--- config.mk ---
export PLATFORM = sky130hd
export DESIGN_NAME = if_stage_flat
export DESIGN_NICKNAME = d
export VERILOG_FILES = /design/src/rtl/if_stage_if.sv /design/src/rtl/if_stage.sv /design/src/flat_wrapper.sv
export SDC_FILE = /design/constraint.sdc
export NUM_CORES = 2
export LEC_CHECK = 0
export ABC_AREA = 1
export BUFFER_PORTS_ARGS = -buffer_cell sky130_fd_sc_hd__clkbuf_2
export CELL_PAD_IN_SITES_DETAIL_PLACEMENT = 0
export CELL_PAD_IN_SITES_GLOBAL_PLACEMENT = 1
export CORE_ASPECT_RATIO = 0.5
export CORE_MARGIN = 2
export CORE_UTILIZATION = 51
export CTS_CLUSTER_SIZE = 25
export DETAILED_ROUTE_END_ITERATION = 8
export GPL_ROUTABILITY_DRIVEN = 0
export HOLD_SLACK_MARGIN = 0.02
export PLACE_DENSITY = 0.88
export SYNTH_ARGS = -nofsm -noshare
export SYNTH_HDL_FRONTEND = slang
export SYNTH_SLANG_ARGS = --single-unit
--- constraint.sdc ---
create_clock -name clk -period 6.5 [get_ports clk]
set_clock_uncertainty 0.1 [all_clocks]
set_input_delay 1.95 -clock clk [delete_from_list [all_inputs] [get_ports clk]]
set_output_delay 1.95 -clock clk [all_outputs]
set_load 0.01 [all_outputs]
--- src/rtl/if_stage_if.sv ---
// Fetch-stage bundle: hazard/redirect controls, BTB update port, instruction
// memory handshake and the IF/ID latch outputs.
interface if_stage_if;
    logic        stall;
    logic        redirect;
    logic [31:0] redirect_pc;
    logic        btb_update;
    logic [31:0] btb_update_pc;
    logic [31:0] btb_update_tgt;
    logic        btb_update_taken;
    logic        imem_read;
    logic [31:0] imem_address;
    logic        imem_resp;
    logic [31:0] imem_rdata;
    logic        ld_ifid;
    logic [31:0] pc;
    logic [31:0] pc_plus4;
    logic [31:0] ir;
    logic        br_predict;
    logic [31:0] tgtaddr;

    modport master (
        input  stall, redirect, redirect_pc,
        input  btb_update, btb_update_pc, btb_update_tgt, btb_update_taken,
        input  imem_resp, imem_rdata,
        output imem_read, imem_address,
        output ld_ifid, pc, pc_plus4, ir, br_predict, tgtaddr
    );

    modport slave (
        output stall, redirect, redirect_pc,
        output btb_update, btb_update_pc, btb_update_tgt, btb_update_taken,
        output imem_resp, imem_rdata,
        input  imem_read, imem_address,
        input  ld_ifid, pc, pc_plus4, ir, br_predict, tgtaddr
    );
endinterface

--- src/rtl/if_stage.sv ---
// Instruction fetch stage: fetch PC, FETCH/HOLD/DROP request FSM, hold buffer
// for stalled fetches and a direct-mapped BTB with 2-bit counters.
module if_stage #(
    parameter logic [31:0] RESET_PC = 32'h0000_0060,
    parameter int          BTB_IDX  = 4
) (
    input  logic       clk,
    input  logic       reset,
    if_stage_if.master bus
);
    localparam int ENTRIES = 1 << BTB_IDX;
    localparam int TAG_W   = 30 - BTB_IDX;

    typedef enum logic [1:0] {FETCH, HOLD, DROP} state_e;

    state_e      state_q, state_d;
    logic [31:0] pc_q, pc_d;
    logic [31:0] drop_addr_q, drop_addr_d;
    logic [31:0] hold_ir_q, hold_ir_d;
    logic [31:0] hold_pc_q, hold_pc_d;
    logic [31:0] hold_tgt_q, hold_tgt_d;
    logic        hold_bp_q, hold_bp_d;

    logic             btb_vld_q [ENTRIES];
    logic [1:0]       btb_ctr_q [ENTRIES];
    logic [TAG_W-1:0] btb_tag_q [ENTRIES];
    logic [31:0]      btb_tgt_q [ENTRIES];

    function automatic logic [1:0] ctr_inc(input logic [1:0] c);
        return (c == 2'b11) ? c : c + 2'b01;
    endfunction

    function automatic logic [1:0] ctr_dec(input logic [1:0] c);
        return (c == 2'b00) ? c : c - 2'b01;
    endfunction

    logic [BTB_IDX-1:0] lk_idx, up_idx;
    logic [TAG_W-1:0]   lk_tag, up_tag;
    logic               lk_pred, up_hit;
    logic [31:0]        lk_tgt, pc_inc, pc_next;
    logic               unused_bits;

    assign lk_idx  = pc_q[BTB_IDX+1:2];
    assign lk_tag  = pc_q[31:BTB_IDX+2];
    assign lk_pred = btb_vld_q[lk_idx] && (btb_tag_q[lk_idx] == lk_tag) && btb_ctr_q[lk_idx][1];
    assign lk_tgt  = lk_pred ? btb_tgt_q[lk_idx] : 32'd0;
    assign pc_inc  = pc_q + 32'd4;
    assign pc_next = lk_pred ? btb_tgt_q[lk_idx] : pc_inc;

    assign up_idx      = bus.btb_update_pc[BTB_IDX+1:2];
    assign up_tag      = bus.btb_update_pc[31:BTB_IDX+2];
    assign up_hit      = btb_vld_q[up_idx] && (btb_tag_q[up_idx] == up_tag);
    assign unused_bits = ^bus.btb_update_pc[1:0];

    // Lookup reads the registered arrays, so a same-cycle update is seen next cycle.
    always_ff @(posedge clk or negedge reset) begin
        if (!reset) begin
            for (int i = 0; i < ENTRIES; i++) begin
                btb_vld_q[i] <= 1'b0;
                btb_ctr_q[i] <= 2'b01;
            end
        end else if (bus.btb_update) begin
            if (up_hit) begin
                btb_ctr_q[up_idx] <= bus.btb_update_taken ? ctr_inc(btb_ctr_q[up_idx])
                                                          : ctr_dec(btb_ctr_q[up_idx]);
            end else if (bus.btb_update_taken) begin
                btb_vld_q[up_idx] <= 1'b1;
                btb_ctr_q[up_idx] <= 2'b10;
            end
        end
    end

    always_ff @(posedge clk) begin
        if (bus.btb_update && bus.btb_update_taken) begin
            btb_tag_q[up_idx] <= up_tag;
            btb_tgt_q[up_idx] <= bus.btb_update_tgt;
        end
    end

    always_ff @(posedge clk or negedge reset) begin
        if (!reset) begin
            state_q     <= FETCH;
            pc_q        <= RESET_PC;
            drop_addr_q <= 32'd0;
            hold_ir_q   <= 32'd0;
            hold_pc_q   <= 32'd0;
            hold_tgt_q  <= 32'd0;
            hold_bp_q   <= 1'b0;
        end else begin
            state_q     <= state_d;
            pc_q        <= pc_d;
            drop_addr_q <= drop_addr_d;
            hold_ir_q   <= hold_ir_d;
            hold_pc_q   <= hold_pc_d;
            hold_tgt_q  <= hold_tgt_d;
            hold_bp_q   <= hold_bp_d;
        end
    end

    logic        read_c, ld_c, bp_c;
    logic [31:0] addr_c, pc_c, pc4_c, ir_c, tgt_c;

    always_comb begin
        state_d     = state_q;
        pc_d        = pc_q;
        drop_addr_d = drop_addr_q;
        hold_ir_d   = hold_ir_q;
        hold_pc_d   = hold_pc_q;
        hold_tgt_d  = hold_tgt_q;
        hold_bp_d   = hold_bp_q;
        read_c      = 1'b0;
        addr_c      = pc_q;
        ld_c        = 1'b0;
        pc_c        = 32'd0;
        pc4_c       = 32'd0;
        ir_c        = 32'd0;
        bp_c        = 1'b0;
        tgt_c       = 32'd0;
        unique case (state_q)
            FETCH: begin
                read_c = 1'b1;
                addr_c = pc_q;
                pc_c   = pc_q;
                pc4_c  = pc_inc;
                ir_c   = bus.imem_rdata;
                bp_c   = lk_pred;
                tgt_c  = lk_tgt;
                if (bus.redirect) begin
                    pc_d = bus.redirect_pc;
                    // The in-flight request keeps its address until memory answers.
                    if (!bus.imem_resp) begin
                        drop_addr_d = pc_q;
                        state_d     = DROP;
                    end
                end else if (bus.imem_resp) begin
                    pc_d = pc_next;
                    if (bus.stall) begin
                        hold_ir_d  = bus.imem_rdata;
                        hold_pc_d  = pc_q;
                        hold_bp_d  = lk_pred;
                        hold_tgt_d = lk_tgt;
                        state_d    = HOLD;
                    end else begin
                        ld_c = 1'b1;
                    end
                end
            end
            HOLD: begin
                pc_c  = hold_pc_q;
                pc4_c = hold_pc_q + 32'd4;
                ir_c  = hold_ir_q;
                bp_c  = hold_bp_q;
                tgt_c = hold_tgt_q;
                if (bus.redirect) begin
                    pc_d    = bus.redirect_pc;
                    state_d = FETCH;
                end else if (!bus.stall) begin
                    ld_c    = 1'b1;
                    state_d = FETCH;
                end
            end
            DROP: begin
                read_c = 1'b1;
                addr_c = drop_addr_q;
                if (bus.redirect) pc_d = bus.redirect_pc;
                if (bus.imem_resp) state_d = FETCH;
            end
            default: state_d = FETCH;
        endcase
    end

    // Outputs are forced quiet for as long as reset is held.
    assign bus.imem_read    = reset & read_c;
    assign bus.imem_address = reset ? addr_c : 32'd0;
    assign bus.ld_ifid      = reset & ld_c;
    assign bus.pc           = reset ? pc_c : 32'd0;
    assign bus.pc_plus4     = reset ? pc4_c : 32'd0;
    assign bus.ir           = reset ? ir_c : 32'd0;
    assign bus.br_predict   = reset & bp_c;
    assign bus.tgtaddr      = reset ? tgt_c : 32'd0;
endmodule

--- src/flat_wrapper.sv ---
// flat-port wrapper written by rule: the top's interface ports become plain ports
module if_stage_flat 
#(
    parameter logic [31:0] RESET_PC = 32'h0000_0060,
    parameter int          BTB_IDX  = 4
)
  (clk, reset, bus_stall, bus_redirect, bus_redirect_pc, bus_btb_update, bus_btb_update_pc, bus_btb_update_tgt, bus_btb_update_taken, bus_imem_resp, bus_imem_rdata, bus_imem_read, bus_imem_address, bus_ld_ifid, bus_pc, bus_pc_plus4, bus_ir, bus_br_predict, bus_tgtaddr);
  if_stage_if bus_i ();
  input  logic clk;
  input  logic reset;
  input wire logic [$bits(bus_i.stall)-1:0] bus_stall;
  input wire logic [$bits(bus_i.redirect)-1:0] bus_redirect;
  input wire logic [$bits(bus_i.redirect_pc)-1:0] bus_redirect_pc;
  input wire logic [$bits(bus_i.btb_update)-1:0] bus_btb_update;
  input wire logic [$bits(bus_i.btb_update_pc)-1:0] bus_btb_update_pc;
  input wire logic [$bits(bus_i.btb_update_tgt)-1:0] bus_btb_update_tgt;
  input wire logic [$bits(bus_i.btb_update_taken)-1:0] bus_btb_update_taken;
  input wire logic [$bits(bus_i.imem_resp)-1:0] bus_imem_resp;
  input wire logic [$bits(bus_i.imem_rdata)-1:0] bus_imem_rdata;
  output wire logic [$bits(bus_i.imem_read)-1:0] bus_imem_read;
  output wire logic [$bits(bus_i.imem_address)-1:0] bus_imem_address;
  output wire logic [$bits(bus_i.ld_ifid)-1:0] bus_ld_ifid;
  output wire logic [$bits(bus_i.pc)-1:0] bus_pc;
  output wire logic [$bits(bus_i.pc_plus4)-1:0] bus_pc_plus4;
  output wire logic [$bits(bus_i.ir)-1:0] bus_ir;
  output wire logic [$bits(bus_i.br_predict)-1:0] bus_br_predict;
  output wire logic [$bits(bus_i.tgtaddr)-1:0] bus_tgtaddr;
  assign bus_i.stall = bus_stall;
  assign bus_i.redirect = bus_redirect;
  assign bus_i.redirect_pc = bus_redirect_pc;
  assign bus_i.btb_update = bus_btb_update;
  assign bus_i.btb_update_pc = bus_btb_update_pc;
  assign bus_i.btb_update_tgt = bus_btb_update_tgt;
  assign bus_i.btb_update_taken = bus_btb_update_taken;
  assign bus_i.imem_resp = bus_imem_resp;
  assign bus_i.imem_rdata = bus_imem_rdata;
  assign bus_imem_read = bus_i.imem_read;
  assign bus_imem_address = bus_i.imem_address;
  assign bus_ld_ifid = bus_i.ld_ifid;
  assign bus_pc = bus_i.pc;
  assign bus_pc_plus4 = bus_i.pc_plus4;
  assign bus_ir = bus_i.ir;
  assign bus_br_predict = bus_i.br_predict;
  assign bus_tgtaddr = bus_i.tgtaddr;
  if_stage #(.RESET_PC(RESET_PC), .BTB_IDX(BTB_IDX)) u_core (.clk(clk), .reset(reset), .bus(bus_i));
endmodule
### Word-level counts from Yosys, hierarchy flattened

Memories as Yosys holds them, arrays and structs flattened.
Index checks and enable logic that the tools add are counted.

* memories kept: 2
* input port bits: 135
* bits in writable memories: 928
* flip-flop bits (word level): 211

* bitwise operators: 12
* muxes and demuxes: 55
* order comparisons: 3
* reductions and logical operators: 17
* add/sub/neg operators: 4
* equality and inequality tests: 11

Memory list
* u_core.btb_tgt_q: words 16, width 32, read ports 1, clocked after Yosys merged registers in 0, write ports 1, RTL line if_stage.sv:27 `logic [31:0] btb_tgt_q [ENTRIES];`
* u_core.btb_tag_q: words 16, width 26, read ports 2, clocked after Yosys merged registers in 0, write ports 1, RTL line if_stage.sv:26 `logic [TAG_W-1:0] btb_tag_q [ENTRIES];`

Operators with widths (count)
* 32-bit two-way mux: 13
* 32-bit case mux with 2 select lines: 5
* 32-bit by 3-bit adder with 32-bit output, second input constant: 2
* 26-bit equality test: 2
* 32-bit bitwise mux: 1
* 16-bit OR: 2
* 2-bit two-way mux: 15
* 16-bit AND: 1
* 2-bit binary-select mux with 4-bit select: 2
* 16-bit inverter: 1
* 1-bit two-way mux: 12
* 3-bit != test, second input constant: 4
* 5-bit >= comparator, second input constant: 2
* 4-bit inverter with 5-bit output: 2
* 3-bit AND reduction: 3
* 1-bit binary-select mux with 4-bit select: 2
* 2-bit demux with 4-bit select: 1
* 2-bit case mux with 3 select lines: 1
* 1-bit logical AND: 5
* 5-bit by 1-bit less-than comparator with 1-bit output, second input constant: 1
* 5-bit AND reduction: 1
* 1-bit demux with 4-bit select: 1
* 2-bit equality test, second input constant: 2
* 2-bit zero test: 2
* 12 further kinds: 19

### Depth between registers and ports, before layout

* depth after elaboration: 10
* depth in mapped cells: 23
* mapped depth without buffers: 20

### Least setup slack after synthesis

No wires, ideal clock.

* path type: input-to-reg
* from: input port bus_btb_update
* to: memory u_core.btb_tag_q[12][0] (netlist bit) (enable)
* setup time: 0.548 ns
* cell stages on the path: 4
* required time: 5.852 ns
* slack: -0.847 ns
* data arrival time: 6.700 ns
* path through: clkbuf_1 nand2_1 clkbuf_1 nor3_1

* longest elaborated chain between the ends: 3

RTL lines
* start: declaration: RTL line flat_wrapper.sv:14 `input wire logic [$bits(bus_i.btb_update)-1:0] bus_btb_update;`
* 1-bit logical AND: RTL line if_stage.sv:74 `if (bus.btb_update && bus.btb_update_taken) begin`
* 1-bit two-way mux: RTL line if_stage.sv:74
* 1-bit two-way mux (implied by the code): RTL line if_stage.sv:75 `btb_tag_q[up_idx] <= up_tag;`
* end: declaration: RTL line if_stage.sv:26

Every way passes these cells.

### Worst setup path in the final report

* from: register u_core.pc_q[2]
* to: output port bus_tgtaddr[11]

* longest elaborated chain between the ends: 9

RTL lines
* start: declaration: RTL line if_stage.sv:17 `logic [31:0] pc_q, pc_d;`
* start signal: assignment: RTL line if_stage.sv:91 `pc_q <= pc_d;`
* parallel branches: the longest is 6 deep, another holds memory read 16 x 26 bit
* 32-bit two-way mux (*): RTL line if_stage.sv:46 `assign lk_tgt = lk_pred ? btb_tgt_q[lk_idx] : 32'd0;`
* 32-bit case mux with 2 select lines (*): RTL line if_stage.sv:119 `unique case (state_q)`
* 32-bit two-way mux (*): RTL line if_stage.sv:180 `assign bus.tgtaddr = reset ? tgt_c : 32'd0;`
* end: declaration: RTL line flat_wrapper.sv:27 `output wire logic [$bits(bus_i.tgtaddr)-1:0] bus_tgtaddr;`

Every way passes the cells marked *. The select of a mux whose other input is x is not followed.

==> reports/summary.txt <==
Status -> finished with violations
Failing checks -> max-slew violations
CTS tree -> built
Relative max-transition margin -> -2.65%
VDD IR max -> 0.000478 V
IO Pins -> 298
Final Instance Area -> 62900 um2
Mean post-synth cell area -> 9.02 um2
Routed wire length -> 191000 um
Deepest clock path buffer count -> 3
Netlist cell types -> 41
Die ar. -> 113000 um2
Core ar. -> 108000 um2
CTS sink count -> 1139
Final ANT Viol Nets -> 0
Initial antenna violation count -> 10
# H-tree levels -> 3
WP data required -> 4450 ps
FFs w/ async S/R, synth -> 18.5%
Final Critical Period -> 6360 ps
Share of the core filled with cells -> 58.2%
DRC -> 0
Max Fanout on Critical Path -> 54
Gate Count Post-Synth -> 6205
Post-DP HPWL -> 113000 um
Clk slew on worst S/H paths -> 70 ps
Vias in the first global route -> 44712
Prevailing post-synth register cell -> edfxtp_1
Area of the multi-input gates -> 19500 um2
Max cap viols -> 0
Post-synth EDFFs -> 928
Synth-to-Final Area Change -> 12.5%
Slew Limit Fails -> 66
PwrDens -> 404 nW/um2
Crit path kind -> reg -> out
Rows -> 85
Nature of the critical path endpoint -> output port
Storage cell area -> 33200 um2
Num CTS Buffers -> 101
Largest net degree at the start of global routing -> 260
Arr. time, crit path -> 4310 ps
Worst min path class -> reg -> reg
Clock Latency Late Sink -> 770 ps
Setup TNS -> 0 ps
Post-Syn Area -> 55900 um2
GRT Util Overall -> 33.1%
DRT iter0 DRCs -> 7119
Hold Violations, Final -> 0
Power Total -> 25.4 mW
Final setup vio count -> 0
Synthesized Nets -> 6346
Die width -> 472 um
Yosys reg bits -> 1139
Initial Util -> 51.7%
Routed vias/inst -> 6.07
Synth warn -> 0
First-pass GRT wire length -> 278000 um
CTS root buf -> clkbuf_16
Pre-Repair DR Iteration Count -> 8
DR vias -> 47883
Final setup margin -> 138 ps
Static Leak -> 25.3 nW
Share of layout cells above drive strength 1 -> 11.2%
Dpl ws -> 641 ps
Critical path launch point type -> register
Final Net Count -> 6502
Worst slew pin tran -> 1540 ps
Height of the die -> 238 um
Port bufs -> 295
Dpl cell area -> 59400 um2
Fmax -> 157 MHz
Tcrit/Tclk final -> 97.9%
Wirelength per Cell -> 24.2 um
Total gr overflow -> 0
Post-synthesis sequential area ratio -> 59.3%
Layout fillers -> 9023
## Yosys cell counts (25+ instances only)
master	count	area share [%]
a21oi_1	271	2.4
buf_1	51	0.34
buf_2	103	0.92
clkbuf_1	239	1.6
dfrtp_1	193	8.6
edfxtp_1	928	50
inv_1	470	3.2
mux2_2	33	0.66
nand2_1	1763	12
nand3_1	786	7.0
nand4_1	34	0.38
nor2_1	476	3.2
nor3_1	47	0.42
o2111ai_1	132	2.1
o211ai_1	25	0.34
o21ai_0	451	4.0
## metal layers
metal,wire length (um),GRT usage [%],share of wire [%],up-vias
li1,-,-,-,21483
met1,74200,45.4,39,22924
met2,86100,50.7,45,2943
met3,20900,6.05,11,529
met4,9890,17.2,5.2,4
met5,29,0,0.015,-
## layout make-up
cell class / instances / share of cell area (%)
multi-input cells: 4173 / 30.9
well taps: 1435 / 2.85
clock buffers: 136 / 4.31
diodes: 8 / 0.0318
flip-flops and latches: 1139 / 52.7
clock inverters: 54 / 0.941
repair buffers: 458 / 5.23
inverters: 488 / 2.96
## state kept, by name (all words and copies together) (netlist names)
| name | flops |
|---|---|
| u_core.btb_ctr_q | 32 |
| u_core.btb_tag_q | 416 |
| u_core.btb_tgt_q | 512 |
| u_core.btb_vld_q | 16 |
| u_core.drop_addr_q | 32 |
| u_core.hold_bp_q | 1 |
| u_core.hold_ir_q | 32 |
| u_core.hold_pc_q | 32 |
| u_core.hold_tgt_q | 32 |
| u_core.pc_q | 32 |
| u_core.state_q | 2 |
## placed cells by master (no fill, tap or decap), types with 5 or more instances in the layout
master,Yosys,routed
nand2_1,1763,1762
edfxtp_1,928,928
nand3_1,786,777
nor2_1,476,471
inv_1,470,467
o21ai_0,451,451
clkbuf_2,0,293
a21oi_1,271,271
dfrtp_1,193,190
o2111ai_1,132,132
buf_4,12,116
clkbuf_16,0,103
buf_12,0,37
nand4_1,34,34
mux2_2,33,33
clkinv_1,14,31
nor3_1,47,30
clkbuf_1,239,30
o211ai_1,25,25
xor2_1,24,24
nor4_1,22,22
or2_2,20,20
clkinv_2,0,19
a22oi_1,19,19
nor3_2,0,17
dfstp_2,18,17
o21ai_1,17,16
o22ai_1,14,14
nand3_2,0,9
diode_2,0,8
a221oi_1,8,8
o21bai_1,7,7
nor2_4,2,7
bufinv_16,0,7
buf_6,0,6
clkinv_16,0,5
clkbuf_8,0,5
## final timing paths
path	start	to	slack (ps)	cells past startpoint
setup / recovery	u_core.pc_q[2]$_DFFE_PN0P_	bus_tgtaddr[11]	140	19
hold / removal	u_core.btb_ctr_q[24]$_DFFE_PN1P_	u_core.btb_ctr_q[24]$_DFFE_PN1P_	360	2
setup reg to reg	u_core.state_q[0]$_DFFE_PN0P_	u_core.hold_ir_q[11]$_DFFE_PN0P_	2670	6
hold reg to reg	u_core.btb_ctr_q[24]$_DFFE_PN1P_	u_core.btb_ctr_q[24]$_DFFE_PN1P_	360	2
max in group asynchronous	reset	u_core.pc_q[2]$_DFFE_PN0P_	4200	2
min in group asynchronous	reset	u_core.hold_pc_q[15]$_DFFE_PN0P_	1000	1
## repair_timing
action,4_1_cts,5_1_grt
setup buffers,3,6
gates resized for setup,6,19
hold buffers,0,0
endpoints found under the setup margin,21,40
gates cloned,0,2
pin swaps,1,1
## critical path, cell delays in order, from the launching register on
cell and delay, ps:
dfrtp_4 490, buf_12 160, buf_4 150, buf_16 170, or2_2 330, nand3_1 70
nand3_1 120, nand3_2 190, nand2_1 80, nand2_1 110, nand2_1 60, nor2_1 100
nand2_1 70, nor2_1 90, nand2_1 220, nor2_4 240, buf_4 280, nand3_1 100
a21oi_1 270, clkbuf_2 190
## kinds of logic after synthesis
kind of cell	share of synthesized area, %
flops	59.3
xor+xnor	0.391
fa+ha+maj	0.134
simple gates	23.4
buf+inv	6.30
compound gates	9.77
mux	0.664
## per-stage QoR
stage               hold WS, ps  instances
floorplan                   342       6205
global placement            348       7682
detailed placement          352       7682
CTS                         362       7875
global route                378       7890
finish                      364       7891
## power breakdown
part | internal, mW | switching, mW | leakage [nW] | total (mW)
logic | 2.89 | 7.42 | 12.8 | 10.3
clock network | 3.25 | 2.87 | 1.60 | 6.12
registers | 8.40 | 0.595 | 10.9 | 9.00
total | 14.5 | 10.9 | 25.3 | 25.4
(Power assumes the default switching activity.)
